--- src/rtl/spmv_pkg.sv ---
// Shared SpMV definitions: default channel/length geometry and the CISR encoder
// state encoding. Imported by the encoder, its interface and any decoder side.
package spmv_pkg;

  localparam int unsigned CHAN_NUM_DEF = 16;
  localparam int unsigned LEN_W_DEF    = 32;

  typedef enum logic [2:0] {
    StIdle    = 3'd0,
    StFill    = 3'd1,
    StAdvance = 3'd2,
    StDrain   = 3'd3,
    StDone    = 3'd4
  } cisr_state_e;

endpackage

--- src/rtl/cisr_encoder_if.sv ---
// Row-length stream and per-channel FIFO write port of the CISR encoder.
//   row_len_in/valid/last/ready : CSR row lengths in row order (valid/ready handshake)
//   chan_len_out                : registered length, shared by all channel FIFOs
//   chan_push                   : one-hot write strobe into the channel FIFOs
//   chan_full                   : per-channel FIFO full
// master = row source + FIFO side, slave = encoder.
interface cisr_encoder_if #(
  parameter int unsigned CHAN_NUM = spmv_pkg::CHAN_NUM_DEF,
  parameter int unsigned LEN_W    = spmv_pkg::LEN_W_DEF
);

  logic [LEN_W-1:0]    row_len_in;
  logic                row_len_valid;
  logic                row_len_last;
  logic                row_len_ready;
  logic [LEN_W-1:0]    chan_len_out;
  logic [CHAN_NUM-1:0] chan_push;
  logic [CHAN_NUM-1:0] chan_full;

  modport master (
    output row_len_in, row_len_valid, row_len_last, chan_full,
    input  row_len_ready, chan_len_out, chan_push
  );

  modport slave (
    input  row_len_in, row_len_valid, row_len_last, chan_full,
    output row_len_ready, chan_len_out, chan_push
  );

endinterface

--- src/rtl/cisr_free_sel.sv ---
// Lowest-index free channel picker.
//   free_mask : one bit per channel, 1 = channel free
//   sel       : index of the lowest set bit (0 when none)
//   any_free  : at least one channel is free
module cisr_free_sel #(
  parameter int unsigned CHAN_NUM = 16,
  parameter int unsigned SEL_W    = (CHAN_NUM > 1) ? $clog2(CHAN_NUM) : 1
) (
  input  logic [CHAN_NUM-1:0] free_mask,
  output logic [SEL_W-1:0]    sel,
  output logic                any_free
);

  // Scan from the top so the lowest free index is the last one written.
  always_comb begin
    sel      = '0;
    any_free = 1'b0;
    for (int i = CHAN_NUM - 1; i >= 0; i--) begin
      if (free_mask[i]) begin
        sel      = SEL_W'(i);
        any_free = 1'b1;
      end
    end
  end

endmodule

--- src/rtl/cisr_encoder.sv ---
// CISR row-length encoder: assigns CSR rows to channel slots in the order a
// decoder pops them, tracking per-channel remaining beats.
//   clk, rst_n  : clock, asynchronous active-low reset
//   spmv_init   : start/restart pulse (clears counts and beat_count, enters FILL)
//   bus         : row-length stream in, channel FIFO push out (see cisr_encoder_if)
//   busy        : not idle
//   done        : one-cycle completion pulse
//   beat_count  : beats issued since the last spmv_init (wraps)
module cisr_encoder
  import spmv_pkg::*;
#(
  parameter int unsigned CHAN_NUM = CHAN_NUM_DEF,
  parameter int unsigned LEN_W    = LEN_W_DEF
) (
  input  logic                clk,
  input  logic                rst_n,
  input  logic                spmv_init,
  cisr_encoder_if.slave       bus,
  output logic                busy,
  output logic                done,
  output logic [31:0]         beat_count
);

  localparam int unsigned SEL_W = (CHAN_NUM > 1) ? $clog2(CHAN_NUM) : 1;

  cisr_state_e         state_q, state_d;
  logic [LEN_W-1:0]    count_q [CHAN_NUM];
  logic [LEN_W-1:0]    count_d [CHAN_NUM];
  logic [31:0]         beat_q, beat_d;
  logic [CHAN_NUM-1:0] push_q, push_d;
  logic [LEN_W-1:0]    len_q, len_d;

  logic [CHAN_NUM-1:0] free_mask;
  logic [CHAN_NUM-1:0] sel_onehot;
  logic [CHAN_NUM-1:0] free_after;
  logic [SEL_W-1:0]    sel;
  logic                any_free;
  logic                any_busy;
  logic                accept;

  always_comb begin
    for (int i = 0; i < CHAN_NUM; i++) begin
      free_mask[i] = (count_q[i] == '0);
    end
  end

  assign any_busy = ~&free_mask;

  cisr_free_sel #(
    .CHAN_NUM (CHAN_NUM),
    .SEL_W    (SEL_W)
  ) u_free_sel (
    .free_mask (free_mask),
    .sel       (sel),
    .any_free  (any_free)
  );

  assign sel_onehot        = any_free ? (CHAN_NUM'(1) << sel) : '0;
  assign bus.row_len_ready = (state_q == StFill) && any_free && !bus.chan_full[sel];
  assign accept            = bus.row_len_ready && bus.row_len_valid;
  // Free slots left once this cycle's row (if any) has claimed its channel.
  assign free_after        = free_mask & ~(accept ? sel_onehot : '0);

  always_comb begin
    state_d = state_q;
    count_d = count_q;
    beat_d  = beat_q;
    push_d  = '0;
    len_d   = len_q;

    if (spmv_init) begin
      state_d = StFill;
      beat_d  = '0;
      for (int i = 0; i < CHAN_NUM; i++) begin
        count_d[i] = '0;
      end
    end else begin
      unique case (state_q)
        StIdle: ;
        StFill: begin
          if (accept) begin
            // An empty row still occupies one beat in its channel.
            count_d[sel] = (bus.row_len_in == '0) ? LEN_W'(1) : bus.row_len_in;
            push_d       = sel_onehot;
            len_d        = bus.row_len_in;
          end
          if (accept && bus.row_len_last) begin
            state_d = StDrain;
          end else if (free_after == '0) begin
            state_d = StAdvance;
          end
        end
        StAdvance: begin
          for (int i = 0; i < CHAN_NUM; i++) begin
            if (count_q[i] != '0) count_d[i] = count_q[i] - LEN_W'(1);
          end
          beat_d  = beat_q + 32'd1;
          state_d = StFill;
        end
        StDrain: begin
          if (any_busy) begin
            for (int i = 0; i < CHAN_NUM; i++) begin
              if (count_q[i] != '0) count_d[i] = count_q[i] - LEN_W'(1);
            end
            beat_d = beat_q + 32'd1;
          end else begin
            state_d = StDone;
          end
        end
        StDone:  state_d = StIdle;
        default: state_d = StIdle;
      endcase
    end
  end

  always_ff @(posedge clk or negedge rst_n) begin
    if (!rst_n) begin
      state_q <= StIdle;
      beat_q  <= '0;
      push_q  <= '0;
      len_q   <= '0;
      for (int i = 0; i < CHAN_NUM; i++) begin
        count_q[i] <= '0;
      end
    end else begin
      state_q <= state_d;
      beat_q  <= beat_d;
      push_q  <= push_d;
      len_q   <= len_d;
      for (int i = 0; i < CHAN_NUM; i++) begin
        count_q[i] <= count_d[i];
      end
    end
  end

  assign bus.chan_push    = push_q;
  assign bus.chan_len_out = len_q;
  assign busy             = (state_q != StIdle);
  assign done             = (state_q == StDone);
  assign beat_count       = beat_q;

endmodule

--- src/flat_wrapper.sv ---
// flat-port wrapper written by rule: the top's interface ports become plain ports
module cisr_encoder_flat import spmv_pkg::*;
#(
  parameter int unsigned CHAN_NUM = CHAN_NUM_DEF,
  parameter int unsigned LEN_W    = LEN_W_DEF
)
  (clk, rst_n, spmv_init, busy, done, beat_count, bus_row_len_in, bus_row_len_valid, bus_row_len_last, bus_chan_full, bus_row_len_ready, bus_chan_len_out, bus_chan_push);
  cisr_encoder_if #(.CHAN_NUM(CHAN_NUM), .LEN_W(LEN_W)) bus_i ();
  input  logic clk;
  input  logic rst_n;
  input  logic spmv_init;
  output logic busy;
  output logic done;
  output logic [31:0] beat_count;
  input wire logic [$bits(bus_i.row_len_in)-1:0] bus_row_len_in;
  input wire logic [$bits(bus_i.row_len_valid)-1:0] bus_row_len_valid;
  input wire logic [$bits(bus_i.row_len_last)-1:0] bus_row_len_last;
  input wire logic [$bits(bus_i.chan_full)-1:0] bus_chan_full;
  output wire logic [$bits(bus_i.row_len_ready)-1:0] bus_row_len_ready;
  output wire logic [$bits(bus_i.chan_len_out)-1:0] bus_chan_len_out;
  output wire logic [$bits(bus_i.chan_push)-1:0] bus_chan_push;
  assign bus_i.row_len_in = bus_row_len_in;
  assign bus_i.row_len_valid = bus_row_len_valid;
  assign bus_i.row_len_last = bus_row_len_last;
  assign bus_i.chan_full = bus_chan_full;
  assign bus_row_len_ready = bus_i.row_len_ready;
  assign bus_chan_len_out = bus_i.chan_len_out;
  assign bus_chan_push = bus_i.chan_push;
  cisr_encoder #(.CHAN_NUM(CHAN_NUM), .LEN_W(LEN_W)) u_core (.clk(clk), .rst_n(rst_n), .spmv_init(spmv_init), .bus(bus_i), .busy(busy), .done(done), .beat_count(beat_count));
endmodule
--- config.mk ---
export PLATFORM = sky130hd
export DESIGN_NAME = cisr_encoder_flat
export DESIGN_NICKNAME = d
export VERILOG_FILES = /design/src/rtl/spmv_pkg.sv /design/src/rtl/cisr_encoder_if.sv /design/src/rtl/cisr_free_sel.sv /design/src/rtl/cisr_encoder.sv /design/src/flat_wrapper.sv
export SDC_FILE = /design/constraint.sdc
export NUM_CORES = 2
export LEC_CHECK = 0
export BUFFER_PORTS_ARGS = -buffer_cell sky130_fd_sc_hd__buf_2
export CAP_MARGIN = 40
export CORE_MARGIN = 2
export CORE_UTILIZATION = 45
export CTS_BUF_LIST = sky130_fd_sc_hd__clkbuf_2
export DETAILED_ROUTE_END_ITERATION = 8
export PLACE_DENSITY = 0.61
export SLEW_MARGIN = 20
export SYNTH_ARGS = -nofsm -noshare
export SYNTH_HDL_FRONTEND = slang
export SYNTH_SLANG_ARGS = --single-unit
--- constraint.sdc ---
create_clock -name clk -period 5.4 [get_ports clk]
set_input_delay 1.62 -clock clk [delete_from_list [all_inputs] [get_ports clk]]
set_output_delay 1.62 -clock clk [all_outputs]
set_load 0.05 [all_outputs]
==> metrics.md <==
| Metric | Value |
|---|---|
| CP bufs+invs | 3 |
| Seq/Total Area, Yosys | 0.398 |
| Die area | 0.0855 sq mm |
| GRT Total Usage | 0.340 |
| Multi-input gate area | 0.0211 sq mm |
| Total global routing overflow | 0 |
| Sequence of cells on the critical path | or4_4, or4_4, nor4_4, buf_4, nor3_4, o31ai_4, a41oi_2, buf_4, nand4_1, o21ai_1, or4_4, a21oi_4, buf_6 |
| Vias in the first global route | 37100 |
| Synthesized area | 0.0374 sq mm |
| Most frequent cells in the layout | nor2_1, dfrtp_1, o21ai_0 |
| CP dominant cell by count | or4_4 |
| Cell depth of the worst flop-to-flop path | 20 |
| Core area | 0.0822 sq mm |
| Core Rows | 105 |
| Final Cycle Share | 1.26 |
| NumNets Final | 5250 |
| Clk_skew | 0.122 ns |
| CTS Buf Count | 169 |
| Syn Nets | 4873 |
| Share of cells above drive strength 1 | 0.182 |
| Avg Inst Size Synth | 7.80 sq um |
| IO Pins | 136 |
| Pin slew with the least headroom to its limit | 0.980 ns |
| DRT Pass-1 Iters | 6 |
| Startpoint types | flip-flop |
| Ys flop type | dfrtp_1 |
| P&R area growth vs syn | 16.2% |
| Asr flop ratio synth | 1.00 |
| # fillers | 8009 |
| Hold violation count in the final report | 0 |
| Initial antenna violation count | 5 |
| Buffers on Ports | 135 |
| WL per Instance | 23.2 um |
| Final wirelength | 148000 um |
| Top-area cell type share of the netlist area | 0.398 |
| Crit-path max FO | 2 |
| H-tree depth | 4 |
| First-iteration detailed-routing DRC count | 4440 |
| Top post-synthesis cells by area | dfrtp_1, o21ai_0, nor2_1 |
| DRC Markers | 0 |
| Required time worst endpoint | 3.78 ns |
| CP endpoint kind | primary output |
| Area leader, netlist | dfrtp_1 |
| CTS tree | done |
| Largest net degree at the start of global routing | 128 |
| CTS Root Cell | clkbuf_2 |
| Arr. time, crit path | 5.21 ns |
| Crit path kind | flip-flop to primary output |
| Post-DRT Antenna Nets | 0 |
| Clock buffer depth | 3 |
| Placer congestion estimate | 0.991 |
| Most common cell after layout, fill and taps aside | nor2_1 |
| Slew margin rel. | 0.347 |
| Sequential cell area | 0.0149 sq mm |
| Slowest-stage cell, CP | or4_4 |
| Fmax achieved | 146 MHz |
| Die height | 292 um |
| Final HPWL DP | 94300 um |
| Final WS setup | -1.43 ns |
| Status | finished with violations |
| Wire length of the first global-routing pass | 224000 um |
| Unrepaired setup endpoints after global routing | true |
| Sink Count | 595 |
| CP delay by family, top | simple AND/OR/NAND/NOR gates |
| Crit path depth | 13 |
| Library cells used by synthesis | 77 |
| Slew Viols, Final | 0 |
| Critical path's largest stage delay | 0.54 ns |
| Synth Register Bits | 595 |
| Via count | 40100 |
| Synth warnings | 0 |
| MaxCap Viol Count | 0 |
| Synth Instances | 4798 |
| Die X | 292 um |
| Count of flip-flops with a built-in enable after synthesis | 0 |
| Final Setup Violations | 1 |
| Violated checks | negative setup slack |
| Setup TNS | -1.43 ns |
| Clk Latency, worst-skew pair | 1.47 ns |
| Post-layout min period | 6.83 ns |
| Initial core utilization | 0.455 |
| Hold Crit Class | primary input to asynchronous set/reset pin |
| CTS clk-pin slew, worst paths | 0.10 ns |
| Avg Vias per Cell | 6.28 |
==> kinds of logic (layout without fill, tap and decap cells) <==
kind of cell	Yosys count	in the layout	share of synthesized area
DFF	595	595	0.398
muxes	41	41	0.0121
other	0	9	0
AOI/OAI and AO/OA	1664	1664	0.259
buffers and inverters	457	964	0.0470
adders and majority gates	22	22	0.00736
xor gates and xnor gates	134	134	0.0314
and+or+nand+nor	1885	1885	0.245
==> synth_stat cells, types with 6 or more instances <==
cell,n
a31oi_1,121
nor3_1,257
nand4b_1,6
nand4_1,45
o21ai_0,588
and2_1,47
a22oi_1,77
or2_2,30
nor2_1,644
a32oi_1,60
o21ai_1,50
or2_0,10
or3_1,80
o22ai_1,33
o211ai_1,8
a21boi_0,10
nand2_1,369
o41ai_1,6
xor2_1,56
and3_1,30
buf_1,21
nor4b_1,14
nor3b_1,26
buf_2,27
ha_1,22
clkbuf_1,311
a211oi_1,18
dfrtp_1,595
and4_1,9
o21a_1,10
nand2b_1,20
nand3_1,61
mux2i_1,8
nor4_1,163
o22a_1,6
o31ai_1,164
or4_1,45
xnor2_1,78
inv_1,96
mux2_2,33
a21oi_1,468
==> registers in the layout, indices dropped and copies added (netlist names) <==
name	count
u_core.bus.chan_len_out	32
u_core.count_q	512
u_core.beat_count	32
u_core.bus.chan_push	16
u_core.state_q	3
==> final timing paths <==
path / start / endpoint / slack, ns
worst max-delay path: u_core.count_q[49] / bus_row_len_ready / -1.43
worst min-delay path: rst_n / u_core.count_q[269] / 0.26
worst max register to register: u_core.count_q[241] / u_core.count_q[225] / 0.24
worst min register to register: u_core.bus.chan_len_out[27] / u_core.bus.chan_len_out[27] / 0.51
max in group asynchronous: rst_n / u_core.count_q[417] / 4.06
min in group clk: bus_row_len_in[1] / u_core.bus.chan_len_out[1] / 0.48
==> final cells by class <==
cell class	instances	area share
Multi-Input combinational cell	3746	0.485
Timing Repair Buffer	567	0.0968
Antenna cell	9	0.000518
Sequential cell	595	0.342
Tap cell	1070	0.0308
Clock buffer	247	0.0284
Inverter	96	0.00829
Clock inverter	54	0.00785
==> routing by layer <==
metal / global-route usage / share of wire / up-vias
li1: - / - / 18500
met1: 0.459 / 0.42 / 19300
met2: 0.505 / 0.43 / 1925
met3: 0.0759 / 0.096 / 398
met4: 0.187 / 0.056 / 0
met5: 0 / 0 / -
==> repair_timing <==
action                                  4_1_cts  5_1_grt
endpoints found under the setup margin        1        7
gates resized for setup                      15       12
setup buffers                                 6        2
endpoints found under the hold margin         0        0
hold buffers                                  0        0
pin swaps                                    11        4
==> worst reg2reg max path, delay by kind of cell, from the launching register on <==
family                 cells  cell delay, ns
AOI/OAI and AO/OA          6            1.08
buffers and inverters      6            1.15
DFF                        1            0.41
muxes                      1            0.26
and+or+nand+nor            7            2.12
==> per-stage QoR <==
step | std cells | worst slack [ns] | util | instance area, sq um | hold slack [ns]
final | 6384 | -1.43 | 0.529 | 43500 | 0.261
after global routing | 6380 | -1.61 | 0.529 | 43500 | 0.214
after CTS | 6370 | -1.52 | 0.527 | 43300 | 0.137
after detailed placement | 6063 | -0.273 | 0.507 | 41700 | 0.487
after global placement | 6056 | -0.325 | 0.505 | 41500 | 0.482
after floorplan | 4798 | 0.0404 | - | 37500 | 0.460
Power is not shown: default switching activity piles up to over one toggle a cycle in this logic, so the estimate is an artifact.
